--- config.mk ---
export PLATFORM = sky130hd
export DESIGN_NAME = load_store_unit
export DESIGN_NICKNAME = d
export VERILOG_FILES = /design/src/rtl/load_store_unit.sv
export SDC_FILE = /design/constraint.sdc
export NUM_CORES = 1
export LEC_CHECK = 0
export CORE_ASPECT_RATIO = 0.8
export CORE_MARGIN = 1
export CORE_UTILIZATION = 30
export CTS_BUF_LIST = sky130_fd_sc_hd__clkbuf_2 sky130_fd_sc_hd__clkbuf_4 sky130_fd_sc_hd__clkbuf_8
export CTS_CLUSTER_SIZE = 8
export DETAILED_ROUTE_END_ITERATION = 8
export SLEW_MARGIN = 30
export SYNTH_ARGS = -nofsm -noshare
export SYNTH_HDL_FRONTEND = slang
export SYNTH_SLANG_ARGS = --single-unit
--- constraint.sdc ---
create_clock -name clk -period 4.8 [get_ports clk]
set_input_delay 0.72 -clock clk [delete_from_list [all_inputs] [get_ports clk]]
set_output_delay 0.72 -clock clk [all_outputs]
set_load 0.005 [all_outputs]
--- src/rtl/load_store_unit.sv ---
// Single-outstanding load/store unit: size/alignment check, byte-lane steering,
// req/ack memory handshake and sign/zero extension of returned load data.
module load_store_unit #(
    parameter int DATA_WIDTH = 32
) (
    input  logic                  clk,
    input  logic                  reset,
    input  logic                  ex_valid,
    input  logic                  MemRead,
    input  logic                  MemWrite,
    input  logic [2:0]            Funct3,
    input  logic [DATA_WIDTH-1:0] ALUResult,
    input  logic [DATA_WIDTH-1:0] WrData,
    output logic                  lsu_busy,
    output logic                  rd_valid,
    output logic [DATA_WIDTH-1:0] RdData,
    output logic                  access_err,
    output logic                  mem_req,
    output logic                  mem_we,
    output logic [DATA_WIDTH-1:0] mem_addr,
    output logic [DATA_WIDTH-1:0] mem_wdata,
    output logic [3:0]            mem_be,
    input  logic                  mem_ack,
    input  logic [DATA_WIDTH-1:0] mem_rdata
);

    typedef enum logic [1:0] {IDLE, REQ, RESP} state_t;

    state_t state_reg, state_next;

    logic                  request;
    logic                  is_load;
    logic                  size_ok;
    logic                  align_ok;
    logic                  accept;
    logic                  reject;
    logic                  handshake;
    logic [3:0]            be_next;
    logic [DATA_WIDTH-1:0] byte_rep;
    logic [DATA_WIDTH-1:0] half_rep;
    logic [DATA_WIDTH-1:0] wdata_next;
    logic [7:0]            byte_sel;
    logic [15:0]           half_sel;
    logic [DATA_WIDTH-1:0] load_ext;

    logic                  access_err_reg;
    logic                  mem_we_reg;
    logic [DATA_WIDTH-1:0] mem_addr_reg;
    logic [DATA_WIDTH-1:0] mem_wdata_reg;
    logic [3:0]            mem_be_reg;
    logic [DATA_WIDTH-1:0] rd_data_reg;
    logic [1:0]            off_reg;
    logic [1:0]            size_reg;
    logic                  unsigned_reg;

    // MemRead wins when both strobes are high.
    assign request = ex_valid && (MemRead || MemWrite);
    assign is_load = MemRead;

    always_comb begin
        size_ok = 1'b0;
        case (Funct3)
            3'b000, 3'b001, 3'b010: size_ok = 1'b1;
            3'b100, 3'b101:         size_ok = is_load;
            default:                size_ok = 1'b0;
        endcase
    end

    always_comb begin
        align_ok = 1'b1;
        case (Funct3[1:0])
            2'b01:   align_ok = ~ALUResult[0];
            2'b10:   align_ok = (ALUResult[1:0] == 2'b00);
            default: align_ok = 1'b1;
        endcase
    end

    assign accept    = (state_reg == IDLE) && request && size_ok && align_ok;
    assign reject    = (state_reg == IDLE) && request && !(size_ok && align_ok);
    assign handshake = (state_reg == REQ) && mem_ack;

    always_comb begin
        be_next = 4'b1111;
        case (Funct3[1:0])
            2'b00:   be_next = 4'b0001 << ALUResult[1:0];
            2'b01:   be_next = ALUResult[1] ? 4'b1100 : 4'b0011;
            default: be_next = 4'b1111;
        endcase
    end

    // Narrow store data is replicated to every lane; mem_be selects the live one.
    for (genvar gi = 0; gi < DATA_WIDTH / 8; gi++) begin : g_byte_rep
        assign byte_rep[8*gi +: 8] = WrData[7:0];
    end
    for (genvar gi = 0; gi < DATA_WIDTH / 16; gi++) begin : g_half_rep
        assign half_rep[16*gi +: 16] = WrData[15:0];
    end

    always_comb begin
        wdata_next = '0;
        if (!is_load) begin
            case (Funct3[1:0])
                2'b00:   wdata_next = byte_rep;
                2'b01:   wdata_next = half_rep;
                default: wdata_next = WrData;
            endcase
        end
    end

    assign byte_sel = mem_rdata[8*off_reg +: 8];
    assign half_sel = mem_rdata[16*off_reg[1] +: 16];

    always_comb begin
        load_ext = mem_rdata;
        case (size_reg)
            2'b00:   load_ext = {{(DATA_WIDTH-8){~unsigned_reg & byte_sel[7]}}, byte_sel};
            2'b01:   load_ext = {{(DATA_WIDTH-16){~unsigned_reg & half_sel[15]}}, half_sel};
            default: load_ext = mem_rdata;
        endcase
    end

    always_ff @(posedge clk or posedge reset) begin
        if (reset) begin
            state_reg <= IDLE;
        end else begin
            state_reg <= state_next;
        end
    end

    always_comb begin
        state_next = state_reg;
        case (state_reg)
            IDLE:    if (accept) state_next = REQ;
            REQ:     if (mem_ack) state_next = mem_we_reg ? IDLE : RESP;
            RESP:    state_next = IDLE;
            default: state_next = IDLE;
        endcase
    end

    always_ff @(posedge clk or posedge reset) begin
        if (reset) begin
            access_err_reg <= 1'b0;
            mem_we_reg     <= 1'b0;
            mem_addr_reg   <= '0;
            mem_wdata_reg  <= '0;
            mem_be_reg     <= 4'b0000;
            rd_data_reg    <= '0;
            off_reg        <= 2'b00;
            size_reg       <= 2'b00;
            unsigned_reg   <= 1'b0;
        end else begin
            access_err_reg <= reject;
            if (accept) begin
                mem_we_reg    <= !is_load;
                mem_addr_reg  <= {ALUResult[DATA_WIDTH-1:2], 2'b00};
                mem_wdata_reg <= wdata_next;
                mem_be_reg    <= be_next;
                off_reg       <= ALUResult[1:0];
                size_reg      <= Funct3[1:0];
                unsigned_reg  <= Funct3[2];
            end
            if (handshake && !mem_we_reg) begin
                rd_data_reg <= load_ext;
            end
        end
    end

    // Handshake outputs decode straight from the state so reset clears them at once.
    assign lsu_busy   = (state_reg != IDLE);
    assign mem_req    = (state_reg == REQ);
    assign rd_valid   = (state_reg == RESP);
    assign access_err = access_err_reg;
    assign mem_we     = mem_we_reg;
    assign mem_addr   = mem_addr_reg;
    assign mem_wdata  = mem_wdata_reg;
    assign mem_be     = mem_be_reg;
    assign RdData     = rd_data_reg;

endmodule

==> impl_metrics.tcl, run 1 <==
set metrics [dict create \
    vias 4190 \
    power.share.combinational_pct 42.0 \
    grt_pass1_wl_mm 23.98 \
    p_int_uw 2563 \
    place_congestion 0.8028 \
    synth_area_leader_cell "dfrtp_1" \
    worst_ep_arrival_time_ns 3.07 \
    start_util_pct 30.90 \
    cts_buffers 9 \
    p_leak_uw 0.003541 \
    dr.pass1.iters 4 \
    ys_seq_area_share_pct 49.71 \
    ys_top_cells_by_area "dfrtp_1 50%, mux2_4 17%, mux2i_1 4.6%" \
    endpoint_kind "register" \
    synthCells 463 \
    std_cell_rows 43 \
    drive_gt1_share_pct 13.55 \
    clk_latency_ns 0.38 \
    cp-start-kind "input pin" \
    ys_async_sr_fraction_pct 100.0 \
    fin_skew_ns 0.007640 \
    maxCapViolations 0 \
    drc 0 \
    synth-edff-count 0 \
    finalWirelength_mm 15.36 \
    finalHoldViolations 0 \
    hpwl_mm 11.08 \
    cts_root_buffer "clkbuf_8" \
    drt_iter0_markers 228 \
    hold_slack_ns 0.4966 \
    p_sw_uw 1081 \
    fmax_ghz 0.3566 \
    holdCritPathClass "reg2reg" \
    grt_max_degree 80 \
    fill_cells 1613 \
    antenna_left 0 \
    cp_max_fo 52 \
    port_buffers 207 \
    rsz0062_at_grt "no" \
    synth_area_mm2 0.005386 \
    grt_pass1_vias 4290 \
    cts_resized 0 \
    finalMaxSlewViolations 0 \
    cts_hold_buf 0 \
    diodes 0 \
    peakVddDrop_mv 0.1690 \
    ys_seq_elements 107 \
    pre_cts_ws_ns 1.566 \
    core_area_mm2 0.01743 \
    final.setup.tns_ns 0 \
    htree_levels 3 \
    p_total_uw 3644 \
    io_pins 210 \
    seqPwrFrac_pct 41.0 \
    powerDensity_mw_per_mm2 469.5 \
    yosys_most_used_dff "dfrtp_1" \
    synth_top_area_share_pct 49.71 \
    synth_warnings 0 \
    clk_pin_slew_worst_paths_ns 0.10 \
    syn_area_per_cell_um2 11.63 \
    cts_tree "yes" \
    p_clk_share_pct 17.1 \
    ys_types 39 \
    swShare_pct 29.67 \
    fin_ws_ns 1.996 \
    outcome "finished, final reports clean" \
    vias_per_cell 4.751 \
    die_y_um 121.9 \
    wl_per_cell_um 17.41 \
    finalCriticalPeriod_ns 2.804 \
    ctsLongestPathBuffers 2 \
    clock-sinks 107 \
    relSlewSlack_pct 46.23 \
    crit_required_ns 5.07 \
    dieArea_mm2 0.01850 \
    setup_viol 0 \
    cts_setup_buffers 0 \
    crit_type "in2reg" \
    worstMarginPinSlew_ns 0.8019 \
    grt_overflow 0 \
    min_period_over_period_pct 58.42 \
    grt_antenna_before_repair 0 \
    track_usage_pct 16.75 \
    syn_to_final_growth_pct 44.09 \
    die-width_um 151.8 \
    nets 760 \
]
## power groups by stage
stage / combinational, µW / clock [µW] / sequential, µW
3_3_place_gp: 1520 / 0 / 1500
3_5_place_dp: 1550 / 0 / 1510
6_report: 1530 / 622 / 1490
5_1_grt: 1650 / 683 / 1540
2_1_floorplan: 685 / 0 / 1460
4_1_cts: 1550 / 653 / 1490
## per-stage QoR
step / cells / utilization [%] / area (µm²)
final: 882 / 44.52 / 7761
after global routing: 882 / 44.52 / 7761
after CTS: 882 / 44.50 / 7757
after detailed placement: 866 / 43.25 / 7538
after global placement: 866 / 43.25 / 7538
after floorplan: 464 / - / 5390
## cell usage after synthesis (8+ instances only)
cell      number
dfrtp_1      107
nand3_1       32
nand2b_1       9
a22oi_1        8
o32ai_1        8
a21oi_1       31
nor2b_1       11
o21ai_0       26
inv_1         17
o21a_1         8
nand2_1       44
mux2i_1       25
nand3b_1       8
mux2_4        60
clkbuf_1      18
## final timing paths
kind | start | to | slack [ns] | cells past startpoint
worst max-delay path | Funct3[1] | mem_addr[26] | 2.00 | 8
worst min-delay path | RdData[3] | RdData[3] | 0.50 | 2
worst max register to register | size_reg[1] | RdData[11] | 2.39 | 5
worst min register to register | RdData[3] | RdData[3] | 0.50 | 2
max in group asynchronous | reset | mem_wdata[23] | 3.07 | 3
min in group asynchronous | reset | mem_wdata[3] | 0.84 | 2
## worst max-delay path, stage by stage
cell and delay [ns]:
clkdlybuf4s50_1 0.52, inv_1 0.07, ha_1 0.37, or2_1 0.31, o2bb2ai_2 0.13, nand4_1 0.17
buf_12 0.35, mux2_4 0.34
## kinds of logic after synthesis
family / after synthesis / share of synthesized area (%)
compound gates: 90 / 10.17
fa+ha+maj: 3 / 0.6969
buf+inv: 55 / 6.318
flops: 107 / 49.71
mux: 88 / 22.00
other cells: 1 / 0.06962
simple gates: 119 / 11.03
## layer usage
layer / vias up / wire, µm / GRT usage, % / share of wire [%]
met3: 16 / 1125 / 5.194 / 7.3
met4: 0 / 265 / 5.938 / 1.7
li1: 1988 / - / - / -
met5: - / 0 / 0 / 0
met1: 2036 / 7160 / 22.79 / 47
met2: 150 / 6807 / 25.06 / 44
## cells in the final DEF, fill, tap and decap left out, drive strengths merged
master	Yosys	routed
buf	19	7
nand4bb	1	1
o21ai	29	29
nor2b	11	11
nor2	6	6
ha	3	3
inv	18	19
nand4	1	1
o32ai	8	8
or2	2	2
a211oi	1	1
or3b	1	1
dfrtp	107	107
nand3b	8	8
mux2	63	63
nand2	44	44
a22oi	8	8
clkdlybuf4s50	0	207
clkbuf	18	10
nand2b	9	9
nor3	2	2
o21a	8	8
nand3	32	32
clkinv	0	3
bufinv	0	2
a221oi	1	1
or3	1	1
o2bb2ai	1	1
and3	1	1
mux2i	25	25
o311ai	1	1
a21oi	31	31
conb	1	2
o22ai	2	2
## area by class of cell
cell class / count / area, µm² / share of cell area [%]
Clock inverter: 6 / 87.58 / 1.128
Clock buffer: 10 / 131.4 / 1.693
Sequential cell: 107 / 2679 / 34.52
Multi-Input combinational cell: 302 / 2372 / 30.57
Tap cell: 225 / 281.5 / 3.627
Inverter: 18 / 72.57 / 0.9350
Timing Repair Buffer: 214 / 2137 / 27.54
No activity file was read; power rests on OpenSTA's default activity.
==> run 2, diff against run 1 <==
clock period = 2.74 ns   (was 4.8 ns; I/O delays follow)
==> run 2 against run 1 <==
First-iteration DRC count up 2.2%. Die area is the same. Non-clock buffer count rose by 13. Wire length rose by 2.3%. Critical endpoint is now mem_wdata[21]. Critical path type unchanged. Combinational power rose by 80%. Via count is 1.7% higher. Global-route usage increased by 0.31 points. Clock power increased by 82%. Count of clock-buffer cells in the layout rose by 1. Worst hold slack hardly changed. Largest cell class unchanged. Highest routed layer unchanged. Final cell count is 1.5% higher.
==> impl_metrics.tcl, run 2 (synthesis results as in run 1) <==
set metrics [dict create \
    reg2reg_depth 4 \
    cts_buffers 9 \
    rsz0062_at_grt "no" \
    finalCriticalPeriod_ns 2.266 \
    p_sw_uw 1919 \
    dieArea_mm2 0.01850 \
    wl_per_cell_um 17.55 \
    clock-sinks 107 \
    place_congestion 0.8312 \
    start_util_pct 30.90 \
    crit_chain "clkdlybuf4s50_1, inv_1, ha_1, or2_1, o2bb2ai_2, nand4_1, buf_12, mux2_1" \
    worstMarginPinSlew_ns 0.7483 \
    p_total_uw 6479 \
    grt_pass1_wl_mm 24.43 \
    cp_slowest_cell "clkdlybuf4s50_1" \
    io_pins 210 \
    crit_type "in2reg" \
    final_cell_mix "207 x clkdlybuf4s50_1, 107 x dfrtp_1, 60 x mux2_4, 44 x nand2_1, 32 x nand3_1" \
    slowest_delay_ns 0.51 \
    fin_util_pct 45.31 \
    drt_iter0_markers 233 \
    outcome "finished, final reports clean" \
    cts_resized 0 \
    clk_latency_ns 0.38 \
    port_buffers 207 \
    grt_antenna_before_repair 0 \
    hpwl_mm 11.74 \
    powerDensity_mw_per_mm2 820.3 \
    placed_area_mm2 0.007662 \
    ctsLongestPathBuffers 2 \
    register_area_mm2 0.002678 \
    cts_root_buffer "clkbuf_8" \
    p_int_uw 4561 \
    grt_overflow 0 \
    worst_ep_arrival_time_ns 2.53 \
    die-width_um 151.8 \
    finalHoldViolations 0 \
    finalWirelength_mm 15.71 \
    vias_per_cell 4.761 \
    cts_hold_buf 0 \
    syn_to_final_growth_pct 46.64 \
    seqPwrFrac_pct 40.0 \
    clk_pin_slew_worst_paths_ns 0.10 \
    endpoint_kind "register" \
    route.met3.wl_mm 1.179 \
    grt_pass1_vias 4331 \
    setup_viol 0 \
    multi_input_area_mm2 0.002372 \
    fill_cells 1635 \
    wl_met1_mm 7.264 \
    cp_max_fo 39 \
    min_period_over_period_pct 82.69 \
    p_clk_share_pct 17.5 \
    nets 773 \
    vias 4261 \
    rrSetupSlack_ns 0.63 \
    swShare_pct 29.61 \
    p_leak_uw 0.003612 \
    final.setup.tns_ns 0 \
    htree_levels 3 \
    cp-start-kind "input pin" \
    grt_max_degree 49 \
    relSlewSlack_pct 50.01 \
    maxCapViolations 0 \
    fin_skew_ns 0.006701 \
    cts_tree "yes" \
    track_usage_pct 17.06 \
    antenna_left 0 \
    diodes 0 \
    drc 0 \
    cts_setup_buffers 0 \
    r2r_end "RdData[28]" \
    std_cell_rows 43 \
    top_layer "met4" \
    final_common_cell "clkdlybuf4s50_1" \
    crit_required_ns 3.01 \
    fmax_ghz 0.4414 \
    power.share.combinational_pct 42.5 \
    holdCritPathClass "in2async" \
    die_y_um 121.9 \
    drive_gt1_share_pct 15.07 \
    finalMaxSlewViolations 0 \
    dr_wl_met2_mm 7.121 \
    design_area_mm2 0.007899 \
    rr_startpoint "off_reg[1]" \
    peakVddDrop_mv 0.3318 \
    core_area_mm2 0.01743 \
    dr.pass1.iters 4 \
]
[run 2: cell count changes in the layout (fill, tap and decap cells not counted)]
cell	change
buf_12	+2
buf_4	+11
clkbuf_4	-1
clkbuf_8	+2
clkinv_2	-2
clkinv_4	+1
clkinvlp_4	+2
dfrtp_1	+1
dfrtp_2	-1
inv_6	-2
[run 2: critical path, delay by kind of cell]
family	cells	cell delay, ns
compound gates	1	0.13
buf+inv	3	0.88
simple gates	2	0.46
fa+ha+maj	1	0.25
mux	1	0.36
[run 2: power by group through the flow]
stage               combinational, µW  sequential (µW)  clock, µW
floorplan                        1200             2550          0
global placement                 2730             2600          0
detailed placement               2780             2610          0
CTS                              2790             2600       1180
global route                     2970             2670       1240
finish                           2750             2590       1130
[run 2: cell type report]
class | instances | share of cell area (%)
Clock buffer | 11 | 1.917
Timing Repair Buffer | 227 | 28.61
Tap cell | 225 | 3.564
Inverter | 18 | 0.9029
Multi-Input combinational cell | 302 | 30.03
Sequential cell | 107 | 33.90
Clock inverter | 5 | 1.077
[run 2: worst max-delay path by stage]
| stage | start | endpoint | slack [ns] | depth (start not counted) |
|---|---|---|---|---|
| after global routing | Funct3[1] | mem_wdata[27] | 0.37 | 9 |
| after global placement | Funct3[1] | mem_wdata[21] | 0.13 | 8 |
| after floorplan | Funct3[1] | mem_addr[10] | 0.74 | 9 |
| final | Funct3[1] | mem_wdata[21] | 0.47 | 8 |
| after CTS | Funct3[1] | mem_wdata[21] | 0.49 | 8 |
| after detailed placement | Funct3[1] | mem_wdata[29] | 0.06 | 9 |
[run 2: per-stage QoR]
| step | setup WS (ns) | hold WS [ns] | instances |
|---|---|---|---|
| CTS | 0.4861 | 0.4881 | 895 |
| global route | 0.3685 | 0.5255 | 895 |
| floorplan | 0.7403 | 0.4733 | 464 |
| global placement | 0.1305 | 0.4657 | 879 |
| finish | 0.4743 | 0.4961 | 895 |
| detailed placement | 0.05803 | 0.4747 | 879 |
[run 2: layer usage]
metal | global-route usage (%) | up-vias
met1 | 23.41 | 2088
met4 | 4.000 | 0
met2 | 25.85 | 145
met5 | 0 | -
met3 | 5.763 | 10
li1 | - | 2018
==> run 3, diff against run 2 <==
clock period = 2.25 ns   (was 2.74 ns; I/O delays follow)
==> run 3 against run 2 <==
Critical endpoint is now mem_addr[28]. Sequential cell count stayed put. Sequential share of layout area is 0.31 points lower. Worst hold slack worse by 0.031 ns. Via count is 1.9% higher. Die area stayed put. Sequential power is 21% higher. Highest routed layer unchanged. Non-clock buffer count is 5 higher.
==> impl_metrics.tcl, run 3 (synthesis results as in run 1) <==
set metrics [dict create \
    dieArea_mm2 0.01850 \
    syn_to_final_growth_pct 48.01 \
    register_area_mm2 0.002678 \
    design_area_mm2 0.007973 \
    multi_input_area_mm2 0.002372 \
    rrSetupSlack_ns 0.41 \
    cp-start-kind "input pin" \
    wl_per_cell_um 17.44 \
    endpoint_kind "register" \
    hpwl_mm 11.44 \
    setup_viol 0 \
    diodes 0 \
    final_cell_mix "207 x clkdlybuf4s50_1, 107 x dfrtp_1, 60 x mux2_4, 44 x nand2_1, 32 x nand3_1" \
    critical-path-top-delay-family "buffers and inverters" \
    cp_max_fo 19 \
    grt_max_degree 108 \
    relSlewSlack_pct 58.66 \
    fin_ws_ns 0.09408 \
    die_y_um 121.9 \
    finalMaxSlewViolations 0 \
    peakVddDrop_mv 0.3963 \
    outcome "finished, final reports clean" \
    die-width_um 151.8 \
    powerDensity_mw_per_mm2 1006 \
    final.setup.tns_ns 0 \
    finalCriticalPeriod_ns 2.156 \
    drive_gt1_share_pct 15.70 \
    placed_area_mm2 0.007685 \
    worst_ep_arrival_time_ns 2.43 \
    crit_type "in2reg" \
    rsz0062_at_grt "no" \
    grt_pass1_vias 4475 \
    pre_cts_ws_ns -0.3489 \
    vias 4344 \
    p_total_uw 8019 \
    fin_skew_ns 0.006679 \
    clock-sinks 107 \
    worst-path-buf-inv 4 \
    fmax_ghz 0.4638 \
    port_buffers 207 \
    std_cell_rows 43 \
    dr.pass1.iters 4 \
    cts_tree "yes" \
    core_area_mm2 0.01743 \
    start_util_pct 30.90 \
    htree_levels 3 \
    slowest_delay_ns 0.51 \
    track_usage_pct 17.09 \
    hold_slack_ns 0.4647 \
    cp_slowest_cell "clkdlybuf4s50_1" \
    clk_pin_slew_worst_paths_ns 0.10 \
    final_common_cell "clkdlybuf4s50_1" \
    ctsLongestPathBuffers 2 \
    p_leak_uw 0.003657 \
    grt_pass1_wl_mm 24.65 \
    nets 778 \
    finalHoldViolations 0 \
    drc 0 \
    crit_required_ns 2.52 \
    antenna_left 0 \
    place_congestion 0.8372 \
    io_pins 210 \
    fill_cells 1597 \
    crit_chain "clkdlybuf4s50_1, inv_1, ha_1, or2_1, o2bb2ai_2, nand4_1, buf_4, buf_6, mux2_4" \
    grt_antenna_before_repair 0 \
    worstMarginPinSlew_ns 0.6202 \
    maxCapViolations 0 \
    holdCritPathClass "in2async" \
    vias_per_cell 4.827 \
    cts_root_buffer "clkbuf_8" \
    drt_iter0_markers 155 \
    clk_latency_ns 0.38 \
    cts_hold_buf 0 \
    min_period_over_period_pct 95.82 \
    grt_overflow 0 \
    finalWirelength_mm 15.69 \
    cts_buffers 9 \
]
run 3: cell count changes in the layout (fill, tap and decap cells not counted):
cell	before	now
buf_4	17	20
clkbuf_8	11	12
clkinv_2	0	1
clkinv_4	2	0
buf_12	3	2
clkinvlp_4	2	1
clkbuf_16	0	1
bufinv_16	2	3
buf_6	0	2
run 3: routing by layer:
| layer | part of all wire (%) | GRT usage [%] | routed length [µm] |
|---|---|---|---|
| met5 | 0 | 0 | 0 |
| met4 | 1.8 | 5.875 | 288 |
| met3 | 5.9 | 4.625 | 926 |
| met2 | 46 | 26.42 | 7146 |
| met1 | 47 | 23.10 | 7333 |
run 3: power breakdown:
group | internal (µW) | switching, µW
registers | 2640 | 482
clock network | 829 | 679
logic | 2220 | 1160
total | 5700 | 2320
run 3: timing repair:
item | CTS | global route
endpoints found under the setup margin | 0 | 22
buffers inserted | 0 | 1
resized for setup | 0 | 2
hold endpoints to repair | 0 | 0
run 3: final timing paths:
| kind | start | to | cells past startpoint |
|---|---|---|---|
| setup reg to reg | off_reg[1] | RdData[4] | 5 |
| min in group clk | RdData[1] | RdData[1] | 2 |
| max in group asynchronous | reset | RdData[26] | 3 |
| hold reg to reg | RdData[1] | RdData[1] | 2 |
| hold / removal | reset | mem_addr[13] | 3 |
| setup / recovery | Funct3[0] | mem_addr[28] | 9 |
run 3: stage by stage:
step / instances / util (%)
2_1_floorplan: 464 / -
3_5_place_dp: 882 / 44.09
6_report: 900 / 45.74
4_1_cts: 898 / 45.58
5_1_grt: 900 / 45.74
3_3_place_gp: 882 / 44.09
run 3: worst register-to-register path, stage by stage (launching register included):
cell	delay, ns
dfrtp_1	0.57
buf_4	0.32
mux2i_1	0.45
o32ai_1	0.16
a21oi_1	0.13
o21ai_0	0.08
run 3: area by class of cell:
type	instances	share of cell area (%)
inverters	18	0.8945
flip-flops and latches	107	33.58
well taps	225	3.531
clock inverters	4	1.193
multi-input cells	302	29.76
repair buffers	232	28.97
clock buffers	12	2.072
